## config.mk

```make
export PLATFORM = sky130hd
export DESIGN_NAME = os_discard_buffer
export DESIGN_NICKNAME = d
export VERILOG_FILES = /design/src/rtl/os_pkg.sv /design/src/rtl/os_round_sat.sv /design/src/rtl/os_discard_buffer.sv
export SDC_FILE = /design/constraint.sdc
export NUM_CORES = 1
export LEC_CHECK = 0
export CAP_MARGIN = 5
export CORE_ASPECT_RATIO = 0.6
export CORE_UTILIZATION = 50
export DETAILED_ROUTE_END_ITERATION = 10
export GPL_ROUTABILITY_DRIVEN = 0
export GPL_TIMING_DRIVEN = 0
export HOLD_SLACK_MARGIN = 0.12
export PLACE_DENSITY = 0.68
export SETUP_SLACK_MARGIN = 0.3
export SYNTH_ARGS = -nofsm -noshare
export SYNTH_HDL_FRONTEND = slang
export SYNTH_SLANG_ARGS = --single-unit
```

## constraint.sdc

```tcl
create_clock -name i_clk -period 3.1 [get_ports i_clk]
set_input_delay 0.31 -clock i_clk [delete_from_list [all_inputs] [get_ports i_clk]]
set_output_delay 0.31 -clock i_clk [all_outputs]
set_load 0.1 [all_outputs]
```

## src/rtl/os_pkg.sv

```systemverilog
// -----------------------------------------------------------------------------
// os_pkg
// Shared definitions for the overlap-save discard buffer: the FSM state
// encoding, a constant-evaluable ceil(log2) helper used to size counters,
// and a helper that derives the number of LSBs dropped in the WI->WN
// sample conversion.
// No ports (package).
// -----------------------------------------------------------------------------
package os_pkg;

  // Block-processing phases: wait for start, skip aliased half, capture
  // the valid half, then stream it out.
  typedef enum logic [1:0] {
    S_IDLE  = 2'd0,
    S_DROP  = 2'd1,
    S_KEEP  = 2'd2,
    S_DRAIN = 2'd3
  } state_t;

  // ceil(log2(value)); returns 0 for value <= 1.
  function automatic int clog2(input int value);
    int r;
    r = 0;
    while ((1 << r) < value) begin
      r = r + 1;
    end
    return r;
  endfunction

  // Number of LSBs removed when narrowing a WI-bit sample to WN bits.
  function automatic int shiftOf(input int wi, input int wn);
    return wi - wn;
  endfunction

endpackage

```

## src/rtl/os_round_sat.sv

```systemverilog
// -----------------------------------------------------------------------------
// os_round_sat
// Combinational WI -> WN signed sample narrowing applied to IFFT output
// before it is stored.
//   OS_DISCARD_ROUND_EN defined : round half up, then saturate to the WN range
//   OS_DISCARD_ROUND_EN undefined: floor truncation (drop the SH LSBs)
// With WI == WN the sample passes through unchanged in both builds.
// Ports:
//   i_x  in  WI  signed input sample
//   o_y  out WN  signed converted sample
// -----------------------------------------------------------------------------
module os_round_sat
  import os_pkg::*;
#(
  parameter int WI = 12,
  parameter int WN = 9
) (
  input  logic signed [WI-1:0] i_x,
  output logic signed [WN-1:0] o_y
);

  localparam int SH = shiftOf(WI, WN);

`ifdef OS_DISCARD_ROUND_EN
  if (SH == 0) begin : g_pass
    assign o_y = i_x;
  end else begin : g_round
    // Half an output LSB, expressed in input LSBs.
    localparam logic [WI:0] HALF = (WI+1)'(1) << (SH - 1);

    logic [WI:0] w_sum;
    logic [WN:0] w_shifted;
    logic        w_unusedLsb;

    // One guard bit above the sign so adding HALF to the maximum positive
    // value cannot wrap; taking the upper bits is an arithmetic shift.
    assign w_sum       = {i_x[WI-1], i_x} + HALF;
    assign w_shifted   = w_sum[WI:SH];
    assign w_unusedLsb = ^w_sum[SH-1:0];

    // The shifted value is WN+1 bits; if its top two bits disagree it no
    // longer fits in WN bits and is clamped toward its sign.
    always_comb begin
      if (w_shifted[WN] != w_shifted[WN-1]) begin
        o_y = w_shifted[WN] ? {1'b1, {(WN-1){1'b0}}} : {1'b0, {(WN-1){1'b1}}};
      end else begin
        o_y = w_shifted[WN-1:0];
      end
    end
  end
`else
  assign o_y = i_x[WI-1:SH];

  if (SH > 0) begin : g_lsb
    logic w_unusedLsb;
    assign w_unusedLsb = ^i_x[SH-1:0];
  end
`endif

endmodule

```

## src/rtl/os_discard_buffer.sv

```systemverilog
// -----------------------------------------------------------------------------
// os_discard_buffer
// Overlap-save output stage. Each IFFT block carries 2N samples; the first N
// are circularly aliased and thrown away, the last N are narrowed to WN bits,
// stored, and streamed downstream with a ready/valid handshake. Only one
// block is in flight; upstream may start a new one when o_in_ready is high.
// Optional feature macro: OS_DISCARD_ROUND_EN (round+saturate instead of
// floor truncation, see os_round_sat).
// Ports:
//   i_clk, i_rst_n          clock, asynchronous active-low reset
//   i_ifft_start            1-cycle pulse opening a block
//   i_ifft_valid            qualifies i_ifft_xI / i_ifft_xQ (gaps allowed)
//   i_ifft_xI, i_ifft_xQ    WI-bit signed IFFT samples
//   o_in_ready              high while idle: a new block may start
//   o_valid, i_ready        output handshake (transfer = o_valid & i_ready)
//   o_yI, o_yQ              WN-bit signed registered output samples
//   o_err                   sticky protocol error, cleared only by reset
// -----------------------------------------------------------------------------
module os_discard_buffer
  import os_pkg::*;
#(
  parameter int N  = 16,
  parameter int WI = 12,
  parameter int WN = 9
) (
  input  logic                 i_clk,
  input  logic                 i_rst_n,
  input  logic                 i_ifft_start,
  input  logic                 i_ifft_valid,
  input  logic signed [WI-1:0] i_ifft_xI,
  input  logic signed [WI-1:0] i_ifft_xQ,
  output logic                 o_in_ready,
  output logic                 o_valid,
  input  logic                 i_ready,
  output logic signed [WN-1:0] o_yI,
  output logic signed [WN-1:0] o_yQ,
  output logic                 o_err
);

  localparam int IDXW  = clog2(2 * N);
  localparam int OIDXW = clog2(N);

  localparam logic [IDXW-1:0]  LAST_DROP = IDXW'(N - 1);
  localparam logic [IDXW-1:0]  LAST_KEEP = IDXW'(2 * N - 1);
  localparam logic [IDXW-1:0]  KEEP_BASE = IDXW'(N);
  localparam logic [OIDXW-1:0] LAST_OUT  = OIDXW'(N - 1);

  state_t r_state;
  state_t w_nextState;

  logic [IDXW-1:0]  r_idx;
  logic [OIDXW-1:0] r_outIdx;
  logic             r_valid;
  logic             r_err;
  logic signed [WN-1:0] r_yI;
  logic signed [WN-1:0] r_yQ;

  logic signed [WN-1:0] r_bufI [N];
  logic signed [WN-1:0] r_bufQ [N];

  logic signed [WN-1:0] w_convI;
  logic signed [WN-1:0] w_convQ;

  logic w_xfer;
  logic w_idxClr;
  logic w_idxInc;
  logic w_write;
  logic w_load0;
  logic w_advance;
  logic w_done;
  logic w_errSet;

  logic [IDXW-1:0]  w_wrAddrFull;
  logic [OIDXW-1:0] w_wrAddr;
  logic [OIDXW-1:0] w_rdAddr;
  logic             w_unusedAddr;

  os_round_sat #(.WI(WI), .WN(WN)) u_convI (
    .i_x (i_ifft_xI),
    .o_y (w_convI)
  );

  os_round_sat #(.WI(WI), .WN(WN)) u_convQ (
    .i_x (i_ifft_xQ),
    .o_y (w_convQ)
  );

  assign w_xfer = r_valid & i_ready;

  // In S_KEEP idx runs N..2N-1, so the buffer slot is idx-N; the upper bits
  // of that difference are always zero.
  assign w_wrAddrFull = r_idx - KEEP_BASE;
  assign w_wrAddr     = w_wrAddrFull[OIDXW-1:0];
  assign w_unusedAddr = ^w_wrAddrFull[IDXW-1:OIDXW];

  // Next slot to present; only used while out_idx < N-1.
  assign w_rdAddr = r_outIdx + 1'b1;

  assign o_in_ready = (r_state == S_IDLE);
  assign o_valid    = r_valid;
  assign o_yI       = r_yI;
  assign o_yQ       = r_yQ;
  assign o_err      = r_err;

  // State register.
  always_ff @(posedge i_clk or negedge i_rst_n) begin
    if (!i_rst_n) begin
      r_state <= S_IDLE;
    end else begin
      r_state <= w_nextState;
    end
  end

  // Next-state and datapath strobes. A start seen while collecting a block
  // restarts it (the upstream evidently began a new one); a start or sample
  // seen while draining is only flagged, so buffered data is never corrupted.
  always_comb begin
    w_nextState = r_state;
    w_idxClr    = 1'b0;
    w_idxInc    = 1'b0;
    w_write     = 1'b0;
    w_load0     = 1'b0;
    w_advance   = 1'b0;
    w_done      = 1'b0;
    w_errSet    = 1'b0;

    unique case (r_state)
      S_IDLE: begin
        if (i_ifft_start) begin
          w_nextState = S_DROP;
          w_idxClr    = 1'b1;
        end
        if (i_ifft_valid) begin
          w_errSet = 1'b1;
        end
      end

      S_DROP: begin
        if (i_ifft_start) begin
          w_errSet = 1'b1;
          w_idxClr = 1'b1;
        end else if (i_ifft_valid) begin
          w_idxInc = 1'b1;
          if (r_idx == LAST_DROP) begin
            w_nextState = S_KEEP;
          end
        end
      end

      S_KEEP: begin
        if (i_ifft_start) begin
          w_errSet    = 1'b1;
          w_idxClr    = 1'b1;
          w_nextState = S_DROP;
        end else if (i_ifft_valid) begin
          w_write = 1'b1;
          if (r_idx == LAST_KEEP) begin
            w_nextState = S_DRAIN;
            w_load0     = 1'b1;
            w_idxClr    = 1'b1;
          end else begin
            w_idxInc = 1'b1;
          end
        end
      end

      S_DRAIN: begin
        if (i_ifft_start || i_ifft_valid) begin
          w_errSet = 1'b1;
        end
        if (w_xfer) begin
          if (r_outIdx == LAST_OUT) begin
            w_nextState = S_IDLE;
            w_done      = 1'b1;
          end else begin
            w_advance = 1'b1;
          end
        end
      end

      default: begin
        w_nextState = S_IDLE;
      end
    endcase
  end

  // Sample storage. Deliberately not reset: contents are always rewritten
  // before being read in a block.
  always_ff @(posedge i_clk) begin
    if (w_write) begin
      r_bufI[w_wrAddr] <= w_convI;
      r_bufQ[w_wrAddr] <= w_convQ;
    end
  end

  // Input position counter and sticky error flag.
  always_ff @(posedge i_clk or negedge i_rst_n) begin
    if (!i_rst_n) begin
      r_idx <= '0;
      r_err <= 1'b0;
    end else begin
      if (w_idxClr) begin
        r_idx <= '0;
      end else if (w_idxInc) begin
        r_idx <= r_idx + 1'b1;
      end
      if (w_errSet) begin
        r_err <= 1'b1;
      end
    end
  end

  // Output register stage. Slot 0 was written N-1 edges before the last
  // kept sample, so it can be loaded on the same edge that ends capture.
  // Without a transfer nothing here changes, which keeps data stable
  // under back-pressure.
  always_ff @(posedge i_clk or negedge i_rst_n) begin
    if (!i_rst_n) begin
      r_outIdx <= '0;
      r_valid  <= 1'b0;
      r_yI     <= '0;
      r_yQ     <= '0;
    end else begin
      if (w_load0) begin
        r_valid  <= 1'b1;
        r_outIdx <= '0;
        r_yI     <= r_bufI[0];
        r_yQ     <= r_bufQ[0];
      end else if (w_advance) begin
        r_outIdx <= w_rdAddr;
        r_yI     <= r_bufI[w_rdAddr];
        r_yQ     <= r_bufQ[w_rdAddr];
      end else if (w_done) begin
        r_valid  <= 1'b0;
        r_outIdx <= '0;
      end
    end
  end

endmodule

```

==> flow_summary.toml <==
[run_status]
outcome = "finished, final reports clean"

[finish]
fin_area_um2 = 14900
fin_nets = 857
final_layout_size_suffix_gt1_share_pct = 22.9
final_core_util_pct = 60.7
n_antenna_cell = 0
syn_to_final_growth_pct = 17.4
final_cells = 1160

[timing]
slew-limit-headroom_pct = 33.9
drv_slew = 0
min_period_ns = 2.72
tns_ns = 0
finalHoldViolCount = 0
rsz0062_at_grt = "true"
finalWorstSetupSlack_ns = 0.378
tightest_slew_ns = 0.989
setup_viol = 0
fmax_mhz = 367
timing.final.crit_share_pct = 87.8
whs_ns = 0.400
finalClockSkew_ns = 0.00911

[floorplan]
num_io_pins = 50
core_area_um2 = 24600
die_w_um = 208
dieArea_um2 = 26000
start_util_pct = 51.7
num_rows = 44
die_y_um = 125

[power_and_ir_drop]
pwr-share-clk_pct = 41.9
combPwrFrac_pct = 5.1
irDropWorstVdd_mv = 0.371
p_sw_share_pct = 20.8
leakagePower_nw = 4.91
p_int_mw = 7.13
seqPwrFrac_pct = 53.0
power.density_nw_per_um2 = 605
power.total_mw = 9.01
p_sw_mw = 1.88

[placement]
numPortBuffers = 43
place_area_um2 = 13900
place_ws_ns = 0.443
dp_hpwl_um = 19600
placed_cells = 1107

[cts]
htree_levels = 1
cts-buffers-inserted = 29
path_clk_slew_ns = 0.07
clock-sinks = 319
clock-root-buffer = "clkbuf_16"
ctsLongestPathBuffers = 3
worstSkewPairLatency_ns = 0.55
cts_tree = "built"

[grt]
grt_pass1_vias = 6948
grtUsageTotal_pct = 23.2
grt_pass1_wl_um = 43800
antenna_found_initial = 1
grt_overflow = 0
grt_max_degree = 32

[drt]
ant_nets = 0
dr.pass1.iters = 5
wl_per_cell_um = 25.1
drt-initial-drc-count = 719
num_vias = 7033
drt_wl_total_um = 29200
routed_via_density = 6.06
drc = 0

[yosys]
syn_inst = 722
ys_warn_count = 0
yosysUniqueCellTypes = 39
syn_nets = 762
yosysSeqAreaShare_pct = 74.3
ys_seq_elements = 319
syn_area_per_cell_um2 = 17.6
syn_area_um2 = 12700

[critical_path]
required_ns = 3.50
worst_ep_arrival_time_ns = 3.12
critPathKind = "register to register"
start_kind = "register"
crit_fanout = 10
cp-end-kind = "register"

[flow_run]
cap_violations = 0

[min_path]
min_path_type = "primary input to async pin"
routing by layer:
metal  vias up  GRT usage (%)  share of wire (%)
li1       3016              -                  -
met1      3643           35.8                 44
met2       336           33.5                 44
met3        38           5.58                 11
met4         0           5.36                1.9
met5         -              0                  0
layout make-up:
cell class	count	area, µm²
Buffer	37	253
Timing Repair Buffer	64	738
Fill cell	1758	9660
Multi-Input combinational cell	359	3050
Clock buffer	34	754
Clock inverter	18	245
Tap cell	322	403
Sequential cell	319	9420
Inverter	7	26.3
final timing paths:
check | end | start | cells past startpoint | slack [ns]
max | o_yQ[1] | r_outIdx[0] | 6 | 0.38
min | r_idx[4] | i_rst_n | 2 | 0.40
max reg2reg | o_yQ[1] | r_outIdx[0] | 6 | 0.38
min reg2reg | o_err | o_err | 1 | 0.48
max in group asynchronous | o_yQ[1] | i_rst_n | 2 | 2.16
min in group i_clk | o_err | o_err | 1 | 0.48
state kept, by name, summed over array words and instances (netlist names):
register / cells
o_valid: 1
o_yI: 9
o_err: 1
o_yQ: 9
r_outIdx: 4
r_bufQ: 144
r_bufI: 144
r_state: 2
r_idx: 5
cell families (layout without fill, tap and decap cells):
family	count (synthesis)	in the layout	share of synthesized area [%]
flip-flops	319	319	74.3
buffers and inverters	44	160	2.17
multiplexers	73	73	11.3
XOR/XNOR	6	6	0.562
adder cells (fa/ha/maj)	11	11	1.08
AO/OA/AOI/OAI	37	37	2.31
AND/OR/NAND/NOR	232	232	8.31
synth_stat cells:
| cell type | instances | share of area (%) |
|---|---|---|
| edfxtp_1 | 288 | 68 |
| nand2_1 | 120 | 3.6 |
| nand3_1 | 56 | 2.2 |
| mux4_2 | 54 | 9.6 |
| dfrtp_1 | 31 | 6.1 |
| nand4_1 | 20 | 0.99 |
| mux2_2 | 19 | 1.7 |
| nor2_1 | 19 | 0.56 |
| o2111ai_1 | 18 | 1.2 |
| buf_2 | 16 | 0.63 |
| ha_1 | 11 | 1.1 |
| buf_6 | 9 | 0.80 |
| inv_1 | 7 | 0.21 |
| buf_4 | 6 | 0.36 |
| clkbuf_1 | 6 | 0.18 |
| nor3_1 | 6 | 0.24 |
| a21oi_1 | 3 | 0.12 |
| a31oi_1 | 3 | 0.15 |
| o21ai_0 | 3 | 0.12 |
| xor2_1 | 3 | 0.21 |
| a211oi_1 | 2 | 0.12 |
| a22o_1 | 2 | 0.14 |
| nand2b_1 | 2 | 0.099 |
| nor2b_1 | 2 | 0.099 |
| xnor2_1 | 2 | 0.14 |
| a21o_1 | 1 | 0.059 |
| a31o_2 | 1 | 0.069 |
| a32oi_1 | 1 | 0.069 |
| and2_1 | 1 | 0.049 |
| and2_4 | 1 | 0.069 |
| and3_1 | 1 | 0.049 |
| and3b_1 | 1 | 0.069 |
| nand3b_1 | 1 | 0.059 |
| nor3_4 | 1 | 0.13 |
| nor3b_4 | 1 | 0.15 |
| o2111a_1 | 1 | 0.089 |
| o21bai_1 | 1 | 0.059 |
| o32a_1 | 1 | 0.079 |
| xor2_4 | 1 | 0.22 |
cells in the final DEF, fill, tap and decap left out, types with 2 or more instances in the layout:
cell type / Yosys / layout
edfxtp_1: 288 / 288
nand2_1: 120 / 120
nand3_1: 56 / 56
mux4_2: 54 / 54
clkdlybuf4s50_1: 0 / 41
dfrtp_1: 31 / 31
clkbuf_16: 0 / 29
nand4_1: 20 / 20
mux2_2: 19 / 19
buf_6: 9 / 17
buf_2: 16 / 17
o2111ai_1: 18 / 17
nor2_2: 0 / 12
ha_1: 11 / 11
clkbuf_1: 6 / 10
buf_8: 0 / 9
inv_1: 7 / 7
nor2_1: 19 / 7
buf_4: 6 / 6
bufinv_16: 0 / 6
clkinv_2: 0 / 5
nor3_2: 0 / 4
clkinv_1: 0 / 4
xor2_1: 3 / 3
a31oi_1: 3 / 3
a21oi_1: 3 / 3
o21ai_0: 3 / 3
buf_16: 0 / 3
nand2b_1: 2 / 2
nor2b_1: 2 / 2
nor3_1: 6 / 2
a22o_1: 2 / 2
a211oi_1: 2 / 2
power groups by stage:
stage	combinational [mW]	sequential (mW)	clock (mW)
2_1_floorplan	0.272	4.86	0
3_3_place_gp	0.413	4.86	0
3_5_place_dp	0.460	4.87	0
4_1_cts	0.457	4.77	3.82
5_1_grt	0.499	4.78	4.00
6_report	0.461	4.77	3.77
critical path: stages, from the launching register on:
cell and delay (ns):
dfrtp_1 0.42, ha_1 0.35, xor2_4 0.44, buf_4 0.34, mux4_2 0.36, o2111ai_1 0.50
nand4_1 0.16
repair_timing:
action | in CTS | in global routing
setup buffers | 0 | 0
hold buffers | 1 | 0
cloned | 0 | 0
resized for setup | 1 | 3
pin swaps | 0 | 1
endpoints found under the hold margin | 31 | 0
endpoints found under the setup margin | 1 | 11
Power figures use the tool's default switching activity.
